### src/rtl/iob_uart_bridge.sv
// rtl/iob_uart_bridge.sv - UART 8N1 command port that issues IOb writes/reads and returns ACK or read data
// Optional partial-frame timeout: define IOB_UART_BRIDGE_TIMEOUT_EN.
module iob_uart_bridge #(
  parameter int DATA_W   = 32,
  parameter int ADDR_W   = 32,
  parameter int BAUD_DIV = 868
) (
  input  logic                clk_i,
  input  logic                rst_n_i,
  input  logic                rxd_i,
  output logic                txd_o,
  output logic                iob_valid_o,
  output logic [ADDR_W-1:0]   iob_addr_o,
  output logic [DATA_W-1:0]   iob_wdata_o,
  output logic [DATA_W/8-1:0] iob_wstrb_o,
  input  logic                iob_ready_i,
  input  logic                iob_rvalid_i,
  input  logic [DATA_W-1:0]   iob_rdata_i,
  output logic                busy_o
);
  localparam logic [15:0] BIT_LEN  = 16'(BAUD_DIV - 1);
  localparam logic [15:0] HALF_LEN = 16'(BAUD_DIV / 2 - 1);
  localparam logic [7:0]  CMD_W    = 8'h57;
  localparam logic [7:0]  CMD_R    = 8'h52;
  localparam logic [7:0]  ACK      = 8'h06;

  typedef enum logic [2:0] {IDLE, ADDR, WDATA, REQ, WAIT_RD, RESP} state_t;
  state_t state, state_nx;

  logic        rx_meta, rx_sync, rx_prev;
  logic        rx_active;
  logic [15:0] rx_cnt;
  logic [3:0]  rx_bit;
  logic [7:0]  rx_shift;
  logic        rx_strb;
  logic [7:0]  rx_byte;

  logic        tx_active;
  logic [15:0] tx_cnt;
  logic [3:0]  tx_bit;
  logic [9:0]  tx_shift;
  logic        tx_load, tx_done;

  logic        is_write;
  logic [1:0]  byte_cnt;
  logic [31:0] addr_q, wdata_q, resp_word;
  logic [2:0]  resp_left;
  logic        to_hit;

  // rx_bit: 0 = start, 1..8 = data, 9 = stop
  always_ff @(posedge clk_i) begin
    if (!rst_n_i) begin
      rx_meta   <= 1'b1;
      rx_sync   <= 1'b1;
      rx_prev   <= 1'b1;
      rx_active <= 1'b0;
      rx_cnt    <= '0;
      rx_bit    <= '0;
      rx_shift  <= '0;
      rx_strb   <= 1'b0;
      rx_byte   <= '0;
    end else begin
      rx_meta <= rxd_i;
      rx_sync <= rx_meta;
      rx_prev <= rx_sync;
      rx_strb <= 1'b0;
      if (!rx_active) begin
        if (rx_prev && !rx_sync) begin
          rx_active <= 1'b1;
          rx_cnt    <= HALF_LEN;
          rx_bit    <= '0;
        end
      end else if (rx_cnt != 16'd0) begin
        rx_cnt <= rx_cnt - 16'd1;
      end else begin
        rx_cnt <= BIT_LEN;
        rx_bit <= rx_bit + 4'd1;
        if (rx_bit == 4'd0) begin
          if (rx_sync) rx_active <= 1'b0;
        end else if (rx_bit == 4'd9) begin
          rx_active <= 1'b0;
          if (rx_sync) begin
            rx_strb <= 1'b1;
            rx_byte <= rx_shift;
          end
        end else begin
          rx_shift <= {rx_sync, rx_shift[7:1]};
        end
      end
    end
  end

  // Reloading on the last stop-bit cycle keeps response bytes gapless
  assign tx_done = tx_active && (tx_cnt == 16'd0) && (tx_bit == 4'd9);
  assign tx_load = (state == RESP) && (resp_left != 3'd0) && (!tx_active || tx_done);

  always_ff @(posedge clk_i) begin
    if (!rst_n_i) begin
      tx_active <= 1'b0;
      tx_cnt    <= '0;
      tx_bit    <= '0;
      tx_shift  <= '1;
    end else if (tx_load) begin
      tx_active <= 1'b1;
      tx_cnt    <= BIT_LEN;
      tx_bit    <= '0;
      tx_shift  <= {1'b1, resp_word[7:0], 1'b0};
    end else if (tx_active) begin
      if (tx_cnt != 16'd0) begin
        tx_cnt <= tx_cnt - 16'd1;
      end else if (tx_bit == 4'd9) begin
        tx_active <= 1'b0;
      end else begin
        tx_cnt   <= BIT_LEN;
        tx_bit   <= tx_bit + 4'd1;
        tx_shift <= {1'b1, tx_shift[9:1]};
      end
    end
  end

  assign txd_o = !tx_active || tx_shift[0];

  always_ff @(posedge clk_i) begin
    if (!rst_n_i) begin
      is_write  <= 1'b0;
      byte_cnt  <= '0;
      addr_q    <= '0;
      wdata_q   <= '0;
      resp_word <= '0;
      resp_left <= '0;
    end else begin
      if (state == IDLE) begin
        byte_cnt <= '0;
        if (rx_strb) is_write <= (rx_byte == CMD_W);
      end else if (rx_strb && (state == ADDR || state == WDATA)) begin
        byte_cnt <= byte_cnt + 2'd1;
      end
      if (rx_strb && state == ADDR)  addr_q  <= {rx_byte, addr_q[31:8]};
      if (rx_strb && state == WDATA) wdata_q <= {rx_byte, wdata_q[31:8]};
      if (state == REQ && iob_ready_i) begin
        if (is_write) begin
          resp_word <= {24'h0, ACK};
          resp_left <= 3'd1;
        end else if (iob_rvalid_i) begin
          resp_word <= 32'(iob_rdata_i);
          resp_left <= 3'd4;
        end
      end
      if (state == WAIT_RD && iob_rvalid_i) begin
        resp_word <= 32'(iob_rdata_i);
        resp_left <= 3'd4;
      end
      if (tx_load) begin
        resp_word <= resp_word >> 8;
        resp_left <= resp_left - 3'd1;
      end
    end
  end

`ifdef IOB_UART_BRIDGE_TIMEOUT_EN
  localparam logic [23:0] TO_LAST = 24'(16 * 10 * BAUD_DIV - 1);
  logic [23:0] to_cnt;

  always_ff @(posedge clk_i) begin
    if (!rst_n_i || !(state == ADDR || state == WDATA) || rx_strb) to_cnt <= '0;
    else                                                          to_cnt <= to_cnt + 24'd1;
  end

  assign to_hit = (state == ADDR || state == WDATA) && (to_cnt == TO_LAST);
`else
  assign to_hit = 1'b0;
`endif

  always_ff @(posedge clk_i) begin
    if (!rst_n_i) state <= IDLE;
    else          state <= state_nx;
  end

  always_comb begin
    state_nx = state;
    case (state)
      IDLE:    if (rx_strb && (rx_byte == CMD_W || rx_byte == CMD_R)) state_nx = ADDR;
      ADDR: begin
        if (rx_strb && byte_cnt == 2'd3) state_nx = is_write ? WDATA : REQ;
        else if (to_hit)                 state_nx = IDLE;
      end
      WDATA: begin
        if (rx_strb && byte_cnt == 2'd3) state_nx = REQ;
        else if (to_hit)                 state_nx = IDLE;
      end
      REQ:     if (iob_ready_i) state_nx = (is_write || iob_rvalid_i) ? RESP : WAIT_RD;
      WAIT_RD: if (iob_rvalid_i) state_nx = RESP;
      RESP:    if (tx_done && resp_left == 3'd0) state_nx = IDLE;
      default: state_nx = IDLE;
    endcase
  end

  always_comb begin
    iob_valid_o = (state == REQ);
    iob_wstrb_o = (state == REQ && is_write) ? '1 : '0;
    iob_addr_o  = ADDR_W'(addr_q);
    iob_wdata_o = DATA_W'(wdata_q);
    busy_o      = (state != IDLE);
  end
endmodule

### config.mk
export PLATFORM = sky130hd
export DESIGN_NAME = iob_uart_bridge
export DESIGN_NICKNAME = d
export VERILOG_FILES = /design/src/rtl/iob_uart_bridge.sv
export SDC_FILE = /design/constraint.sdc
export NUM_CORES = 1
export LEC_CHECK = 0
export ABC_AREA = 0
export BUFFER_PORTS_ARGS = -buffer_cell sky130_fd_sc_hd__buf_2
export CAP_MARGIN = 20
export CORE_ASPECT_RATIO = 0.6
export CORE_MARGIN = 4
export CORE_UTILIZATION = 53
export CTS_BUF_LIST = sky130_fd_sc_hd__clkbuf_2 sky130_fd_sc_hd__clkbuf_4 sky130_fd_sc_hd__clkbuf_8
export DETAILED_ROUTE_END_ITERATION = 16
export PLACE_DENSITY = 0.86
export SKIP_CTS_REPAIR_TIMING = 1
export SLEW_MARGIN = 20
export SYNTH_ARGS = -nofsm -noshare
export SYNTH_HDL_FRONTEND = slang
export SYNTH_SLANG_ARGS = --single-unit
### constraint.sdc
create_clock -name clk_i -period 2.6 [get_ports clk_i]
set_clock_uncertainty 0.2 [all_clocks]
set_input_delay 0.26 -clock clk_i [delete_from_list [all_inputs] [get_ports clk_i]]
set_output_delay 0.26 -clock clk_i [all_outputs]
set_load 0.03 [all_outputs]
==> Word-level counts from Yosys, hierarchy flattened <==
Index checks and enable logic that the tools add are counted.
{ "word_totals": {"reg_bits": 176, "in_bits": 37, "out_inout_bits": 71, "elab_cells": 150} }
{ "classes": {"addsub": 6, "n_eq_ne": 21, "muxes": 45, "n_bitwise": 7, "reduce_logical": 49} }
{ "op_table": {"columns": ["op", "count"], "rows": [
  ["32-bit 2-to-1 mux", 4],
  ["16-bit 2-to-1 mux", 5],
  ["9-bit 2-to-1 mux", 4],
  ["3-bit 2-to-1 mux", 11],
  ["16-bit nonzero test", 2],
  ["16-bit by 1-bit subtractor with 16-bit output, second input constant", 2],
  ["24-bit 2-to-1 mux", 1],
  ["10-bit 2-to-1 mux", 2],
  ["3-bit one-hot mux with 6 select lines", 1],
  ["8-bit by 7-bit equality test with 1-bit output, second input constant", 2],
  ["16-bit zero test", 1],
  ["4-bit 2-to-1 mux", 4],
  ["1-bit logical AND", 14],
  ["1-bit 2-to-1 mux", 13],
  ["2-bit by 1-bit inequality test with 1-bit output, second input constant", 6],
  ["2-bit AND reduction", 6],
  ["3-bit nonzero test", 4],
  ["4-bit by 1-bit adder with 4-bit output, second input constant", 2],
  ["4-bit equality test, second input constant", 2],
  ["2-bit inequality test, second input constant", 4],
  ["1-bit inverter", 7],
  ["3-bit by 2-bit equality test with 1-bit output, second input constant", 2],
  ["3-bit equality test, second input constant", 2],
  ["3-bit zero test", 2],
  ["16 further kinds", 25]
]} }

==> Depth between registers and ports, before layout <==
Gate-level depths: netlist of the first run.
{ "logic_depth": {"ltp_word": 7, "ltp_mapped": 10, "ltp_nobuf": 8} }

==> Worst setup path after synthesis of the first run <==
Ideal clock, no wire load.
{ "synth_timing": {"path_type": "reg2reg", "start": "register tx_cnt[0]", "end": "register tx_shift[0]", "setup_ns": 0.125, "arrival_time_ns": 2.245, "t_required_ns": 2.275, "path_slack_ns": 0.029, "path_stages_with_launch": 9, "n_path_buf": 1, "period_less_slack_ns": 2.571, "path_cell_list": "dfxtp_1 > inv_1 > ha_1 > or4b_4 > or3_4 > buf_6 > nor4_4 > mux2i_1 > o21ai_2"} }
{ "synth_between": {"elab_chain_len": 7, "elab_cells_between_ends": 11, "cone_classes": "2 x eq/ne; 1 x mux; 8 x reduce/logical"} }
{ "synth_lines": {"columns": ["element", "line_no", "source"], "rows": [
  ["start: declaration", "39", "logic [15:0] tx_cnt;"],
  ["start signal: assignment", "110", "tx_cnt <= tx_cnt - 16'd1;"],
  ["16-bit zero test", "94", "assign tx_done = tx_active && (tx_cnt == 16'd0) && (tx_bit == 4'd9);"],
  ["1-bit logical AND (2 in a row)", "94", null],
  ["1-bit logical OR", "95", "assign tx_load = (state == RESP) && (resp_left != 3'd0) && (!tx_active || tx_done);"],
  ["1-bit logical AND", "95", null],
  ["2-bit inequality test (no source line) or 2-bit nonzero test (tied branches)", null, null],
  ["3-bit AND reduction (no source line)", null, null],
  ["end signal: assignment", "107", "tx_shift <= {1'b1, resp_word[7:0], 1'b0};"],
  ["end signal: assignment", "116", "tx_shift <= {1'b1, tx_shift[9:1]};"],
  ["end: declaration", "41", "logic [9:0] tx_shift;"]
]} }
Parallel ways exist; a longest one is shown, timed or not.
A chain may end at the register's enable or synchronous reset.

==> Final worst setup path of the first run <==
{ "layout_timing": {"start": "register resp_left[0]", "end": "register resp_word[5]"} }
{ "layout_between": {"elab_chain_len": 5, "elab_cells_between_ends": 7, "cone_classes": "1 x mux; 6 x reduce/logical"} }
{ "layout_lines": {"columns": ["element", "line_no", "source"], "rows": [
  ["start: declaration", "47", "logic [2:0] resp_left;"],
  ["start signal: assignment", "155", "resp_left <= resp_left - 3'd1;"],
  ["3-bit nonzero test *", "95", null],
  ["1-bit logical AND * (2 in a row)", "95", null],
  ["4-bit nonzero test (no source line) or 3-bit nonzero test (tied branches)", null, null],
  ["2-bit AND reduction (no source line)", null, null],
  ["end signal: assignment", "142", "resp_word <= {24'h0, ACK};"],
  ["end signal: assignment", "145", "resp_word <= 32'(iob_rdata_i);"],
  ["end signal: assignment", "150", "resp_word <= 32'(iob_rdata_i);"],
  ["end: declaration", "46", "logic [31:0] addr_q, wdata_q, resp_word;"]
]} }
Every way passes the cells marked *; elsewhere a longest branch is shown, timed or not.

==> flow_metrics.py, run 1 <==
metrics = {
    "timing": {
        "fmax_mhz": 401,
        "period_needed_ps": 2500,
        "grt_setup_unrepaired": "yes",
        "period_share_pct": 96.0,
        "setup-tns-final_ps": 0,
        "setup_violations": 0,
        "worst_pin_slew_ps": 874,
        "fin_worst_hold_slack_ps": 4.87,
        "slew_violations": 0,
        "setup_slack_ps": 105,
        "hold_viol": 0,
        "slew_headroom_pct": 41.8,
    },
    "yosys": {
        "yosys_warnings": 0,
        "avgSynthCellArea_um2": 8.18,
        "ys_types": 70,
        "yosysTopAreaCellShare_pct": 46.7,
        "ys_ff_latch": 176,
        "syn_area_mm2": 0.00754,
        "async_reset_ff_share_pct": 0,
        "netlist_top_cells_area": "dfxtp_1, nand2_1, a21oi_1, nor2_1, nand3_1",
        "synth_top_area_cell": "dfxtp_1",
        "synthFlopType": "dfxtp_1",
        "synth_most_common_cell": "nand2_1",
        "seq_area_frac_synth_pct": 46.7,
        "syn_nets": 970,
        "synth_top_cells_by_count": "nand2_1, dfxtp_1, a21oi_1",
        "synth_cells": 922,
        "synth-edff-count": 0,
    },
    "finish": {
        "fillers": 1136,
        "nets": 1116,
        "regArea_mm2": 0.00352,
        "drive_above_1_share_pct": 20.4,
        "multi_input_area_mm2": 0.00375,
        "area_delta_synth_final_pct": 23.5,
        "post-route-util_pct": 67.5,
        "antenna_cells": 0,
    },
    "clocking": {
        "root_buffer": "clkbuf_8",
        "numCtsBuffers": 17,
        "cts.sinks": 176,
        "htreeDepth": 4,
        "cts_tree": "yes",
        "clockBufferDepth": 2,
        "clk_latency_ps": 460,
        "clkTransAtPathRegs_ps": 100,
    },
    "die": {
        "rows": 33,
        "start_util_pct": 54.7,
        "dieHeight_um": 100,
        "die_area_mm2": 0.0163,
        "dieWidth_um": 162,
        "core_area_mm2": 0.0138,
        "io_pins": 108,
    },
    "grt": {
        "grt_pass1_wl_um": 31100,
        "grt_pass1_vias": 6437,
        "overflow": 0,
        "antenna_found_initial": 0,
        "grt_util_all_layers_pct": 22.9,
        "grt_max_degree": 45,
    },
    "route": {
        "drt_pass1_iterations": 5,
        "via_per_inst": 5.65,
        "vias": 7198,
        "drc": 0,
        "ant_nets": 0,
        "avgRoutedWirePerCell_um": 15.4,
        "routed_wl_um": 19600,
        "first_iter_violations": 845,
    },
    "setup_path": {
        "path_class": "flop to flop",
        "arrival_ps": 2610,
        "required_ps": 2720,
        "worstPathMaxFanout": 29,
        "end_kind": "flop",
        "start_kind": "flop",
    },
    "place": {
        "place_congestion": 0.897,
        "dp_hpwl_um": 12800,
        "io_buffers": 107,
        "post-place-ws_ps": -3.54,
    },
    "pwr": {
        "p_leak_uw": 0.00379,
        "peakVddDrop_mv": 0.278,
        "power_per_cell_area_mw_per_mm2": 573,
    },
    "outcome": {
        "status": "finished clean",
    },
    "flow_run": {
        "cap_viol_max_count": 0,
    },
    "worst_hold_path": {
        "hold_path_class": "input port to flop",
    },
}
==> final cells by class <==
type	count	area share [%]
Multi-Input combinational cell	659	40.3
Sequential cell	176	37.8
Timing Repair Buffer	192	13.9
Tap cell	192	2.58
Clock buffer	17	2.51
Clock inverter	15	2.00
Inverter	22	0.900
==> report_power, final <==
group	leakage [µW]	internal [µW]	switching, µW	total [µW]
logic	0.00216	245	317	562
registers	0.00142	2740	55.1	2800
clock network	0.000215	826	1150	1980
total	0.00379	3810	1520	5340
==> path summary, 6_finish.rpt <==
path | start | to | slack (ps) | cells after the start
max | resp_left[0]$_SDFFE_PN0P_ | resp_word[5]$_SDFFE_PN0P_ | 100 | 10
max reg2reg | resp_left[0]$_SDFFE_PN0P_ | resp_word[5]$_SDFFE_PN0P_ | 100 | 10
min reg2reg | rx_meta$_SDFF_PN1_ | rx_sync$_SDFF_PN1_ | 240 | 1
min | rst_n_i | rx_cnt[12]$_SDFFE_PN0P_ | 5 | 3
==> kinds of logic (layout without fill, tap and decap cells) <==
group	Yosys count	count (layout)	share of synthesized area, %
AND/OR/NAND/NOR	403	403	24.9
buffers and inverters	87	246	4.61
XOR/XNOR	16	16	1.86
adder cells (fa/ha/maj)	11	11	1.82
AO/OA/AOI/OAI	208	208	17.3
multiplexers	21	21	2.80
flip-flops	176	176	46.7
==> layer usage <==
metal / global-route usage [%] / up-vias / wire length (µm)
li1: - / 3508 / -
met1: 33.9 / 3404 / 9120
met4: 6.30 / 0 / 226
met2: 34.5 / 260 / 8990
met3: 3.98 / 26 / 1310
met5: 0 / - / 0
==> critical path, stage by stage (launching register included) <==
cell,delay [ps]
dfxtp_1,340
inv_1,50
ha_1,200
ha_1,250
nand4bb_4,270
nor4_4,310
buf_4,170
a21oi_4,110
buf_12,180
nor2_1,170
a311oi_1,80
==> placed cells by master (no fill, tap or decap), types with 4 or more instances in the layout <==
| master | Yosys | final |
|---|---|---|
| o32ai_1 | 7 | 6 |
| dlygate4sd3_1 | 0 | 33 |
| buf_4 | 3 | 46 |
| ha_1 | 11 | 11 |
| buf_2 | 2 | 107 |
| o21a_1 | 6 | 6 |
| or2_2 | 4 | 4 |
| and3_1 | 4 | 4 |
| xor2_1 | 11 | 11 |
| dfxtp_1 | 176 | 176 |
| inv_8 | 0 | 6 |
| nor3_1 | 21 | 21 |
| or4_1 | 4 | 4 |
| a21boi_0 | 4 | 4 |
| nor4_1 | 5 | 4 |
| and2_1 | 7 | 7 |
| mux2i_1 | 20 | 20 |
| o21ai_1 | 1 | 5 |
| nand2_1 | 194 | 194 |
| inv_1 | 21 | 21 |
| a31oi_1 | 5 | 5 |
| nand2b_1 | 10 | 10 |
| nor2_1 | 73 | 73 |
| nand3_1 | 46 | 46 |
| o21ai_0 | 25 | 20 |
| xnor2_1 | 5 | 5 |
| buf_6 | 1 | 4 |
| a211oi_1 | 6 | 6 |
| a311oi_1 | 23 | 21 |
| clkbuf_8 | 0 | 17 |
| a21oi_1 | 101 | 100 |
==> sequential cells by signal (all words and copies together) (netlist names) <==
register,flops
rx_active,1
resp_left,3
tx_shift,9
is_write,1
rx_shift,8
rx_strb,1
byte_cnt,2
iob_addr_o,32
tx_bit,4
rx_byte,8
tx_cnt,16
rx_prev,1
tx_active,1
rx_sync,1
iob_wdata_o,32
rx_bit,4
state,3
rx_meta,1
resp_word,32
rx_cnt,16
==> stage by stage <==
step,instance area [µm²],cells,power [µW]
floorplan,7540,922,3220
global placement,8460,1205,3340
detailed placement,8460,1205,3360
CTS,8880,1237,5310
global route,9320,1273,5540
finish,9320,1273,5340
No activity file was read; power rests on OpenSTA's default activity.
==> run 2, diff against run 1 <==
CORE_UTILIZATION = 55   (was 53)
PLACE_DENSITY = 0.85   (was 0.86)
SETUP_SLACK_MARGIN = 0.4   (was not set)
clock period = 2.45 ns   (was 2.6 ns; I/O delays follow)
==> flow_metrics.py, run 2 (synthesis gave the netlist of run 1 again) <==
metrics = {
    "route": {
        "routed_wl_um": 25900,
        "vias": 8048,
        "wl_met2_um": 12400,
        "drt_pass1_iterations": 8,
        "avgRoutedWirePerCell_um": 20.1,
        "routed.top_layer": "met4",
        "first_iter_violations": 1079,
        "drc": 0,
        "via_per_inst": 6.26,
        "wl_met1_um": 10100,
        "met3_wirelength_um": 2420,
        "ant_nets": 0,
    },
    "grt": {
        "grt_pass1_wl_um": 32100,
        "antenna_found_initial": 1,
        "overflow": 0,
        "grt_pass1_vias": 6510,
        "grt_max_degree": 50,
        "grt_util_all_layers_pct": 24.1,
    },
    "setup_path": {
        "start_kind": "flop",
        "slowest_stage": "or4b_4",
        "end_kind": "flop",
        "crit_path_frequent_cell": "or3_4",
        "cp_cell_sequence": "inv_2 -> ha_4 -> or4b_4 -> or3_4 -> or3_4 -> buf_6 -> o32ai_2 -> o21ai_1",
        "path_delay_family": "simple AND/OR/NAND/NOR gates",
        "cp_num_buf_inv": 2,
        "slowest_delay_ps": 480,
        "path_class": "flop to flop",
        "worstPathMaxFanout": 8,
        "arrival_ps": 2680,
        "required_ps": 2590,
    },
    "timing": {
        "period_needed_ps": 2540,
        "setup_violations": 7,
        "grt_setup_unrepaired": "yes",
        "slew_violations": 0,
        "period_share_pct": 104,
        "slew_headroom_pct": 53.3,
        "setup-tns-final_ps": -250,
        "worst_pin_slew_ps": 701,
        "hold_viol": 0,
        "setup_slack_ps": -88.1,
        "fmax_mhz": 394,
    },
    "die": {
        "core_area_mm2": 0.0131,
        "io_pins": 108,
        "start_util_pct": 57.5,
        "dieHeight_um": 98.7,
        "die_area_mm2": 0.0157,
        "rows": 32,
        "dieWidth_um": 159,
    },
    "finish": {
        "area_delta_synth_final_pct": 37.1,
        "layout_commonest_cell": "nand2_1",
        "layout_common_cells": "nand2_1, dfxtp_1, buf_2",
        "drive_above_1_share_pct": 32.4,
        "post-route-util_pct": 78.8,
        "nets": 1149,
    },
    "pwr": {
        "p_leak_uw": 0.00413,
        "power_per_cell_area_mw_per_mm2": 579,
        "peakVddDrop_mv": 0.394,
    },
    "clocking": {
        "cts_tree": "yes",
        "cts.sinks": 176,
        "numCtsBuffers": 17,
        "clk_latency_ps": 490,
        "clockBufferDepth": 2,
        "root_buffer": "clkbuf_8",
        "htreeDepth": 4,
        "clkTransAtPathRegs_ps": 110,
    },
    "outcome": {
        "violations": "negative setup slack",
        "status": "finished, violations left",
    },
    "place": {
        "io_buffers": 107,
        "place_congestion": 0.919,
        "dp_hpwl_um": 13200,
    },
    "flow_run": {
        "cap_viol_max_count": 0,
    },
    "worst_hold_path": {
        "hold_path_class": "input port to flop",
    },
}
## run 2: changes by cell type in the layout (fill, tap and decap cells not counted), moves of 11 or more
cell      delta
a311oi_1    -13
nor2_1      -16
buf_6       +14
dfxtp_1     -13
a21oi_1     -12
nor2_2      +13
a311oi_2    +13
dfxtp_2     +12
a21oi_2     +11
## run 2: final timing paths
check,startpoint,endpoint,slack (ps),cells after the start
worst max-delay path,tx_cnt[0]$_SDFFE_PN0P_,tx_shift[3]$_SDFFE_PN1P_,-90,8
worst min-delay path,iob_rvalid_i,resp_left[0]$_SDFFE_PN0P_,110,4
worst max register to register,tx_cnt[0]$_SDFFE_PN0P_,tx_shift[3]$_SDFFE_PN1P_,-90,8
worst min register to register,rx_meta$_SDFF_PN1_,rx_sync$_SDFF_PN1_,220,1
## run 2: area by class of cell
| cell class | instances | area (µm²) |
|---|---|---|
| Timing Repair Buffer | 224 | 1800 |
| Inverter | 22 | 83.8 |
| Antenna cell | 1 | 2.50 |
| Sequential cell | 176 | 3540 |
| Clock inverter | 14 | 138 |
| Multi-Input combinational cell | 660 | 4320 |
| Fill cell | 743 | 2790 |
| Clock buffer | 18 | 248 |
| Tap cell | 170 | 213 |
## run 2: where the power goes
part | internal, µW | total, µW | switching, µW | leakage [µW]
Sequential | 2910 | 2990 | 76.7 | 0.00143
Clock | 783 | 2020 | 1240 | 0.000197
Combinational | 468 | 977 | 509 | 0.00251
Total | 4160 | 5990 | 1830 | 0.00413
## run 2: per-layer routing
layer	vias to the layer above	GRT usage, %
li1	3575	-
met1	3806	35.3
met2	548	36.4
met3	119	5.06
met4	0	6.33
met5	-	0
## run 2: per-stage QoR
stage	std cells	setup WS, ps	hold WS (ps)	power, µW	area [µm²]
floorplan	922	-26.5	146	3510	7710
CTS	1218	-102	-245	5580	9030
global placement	1186	9.95	191	3620	8640
finish	1285	-88.1	108	5990	10300
detailed placement	1186	-50.1	193	3640	8640
global route	1285	-157	116	6170	10300
## run 2: worst reg2reg max path, cell delays in order, from the launching register on
cell,delay (ps)
dfxtp_2,350
inv_2,60
ha_4,130
or4b_4,480
or3_4,370
or3_4,360
buf_6,160
o32ai_2,160
o21ai_1,130
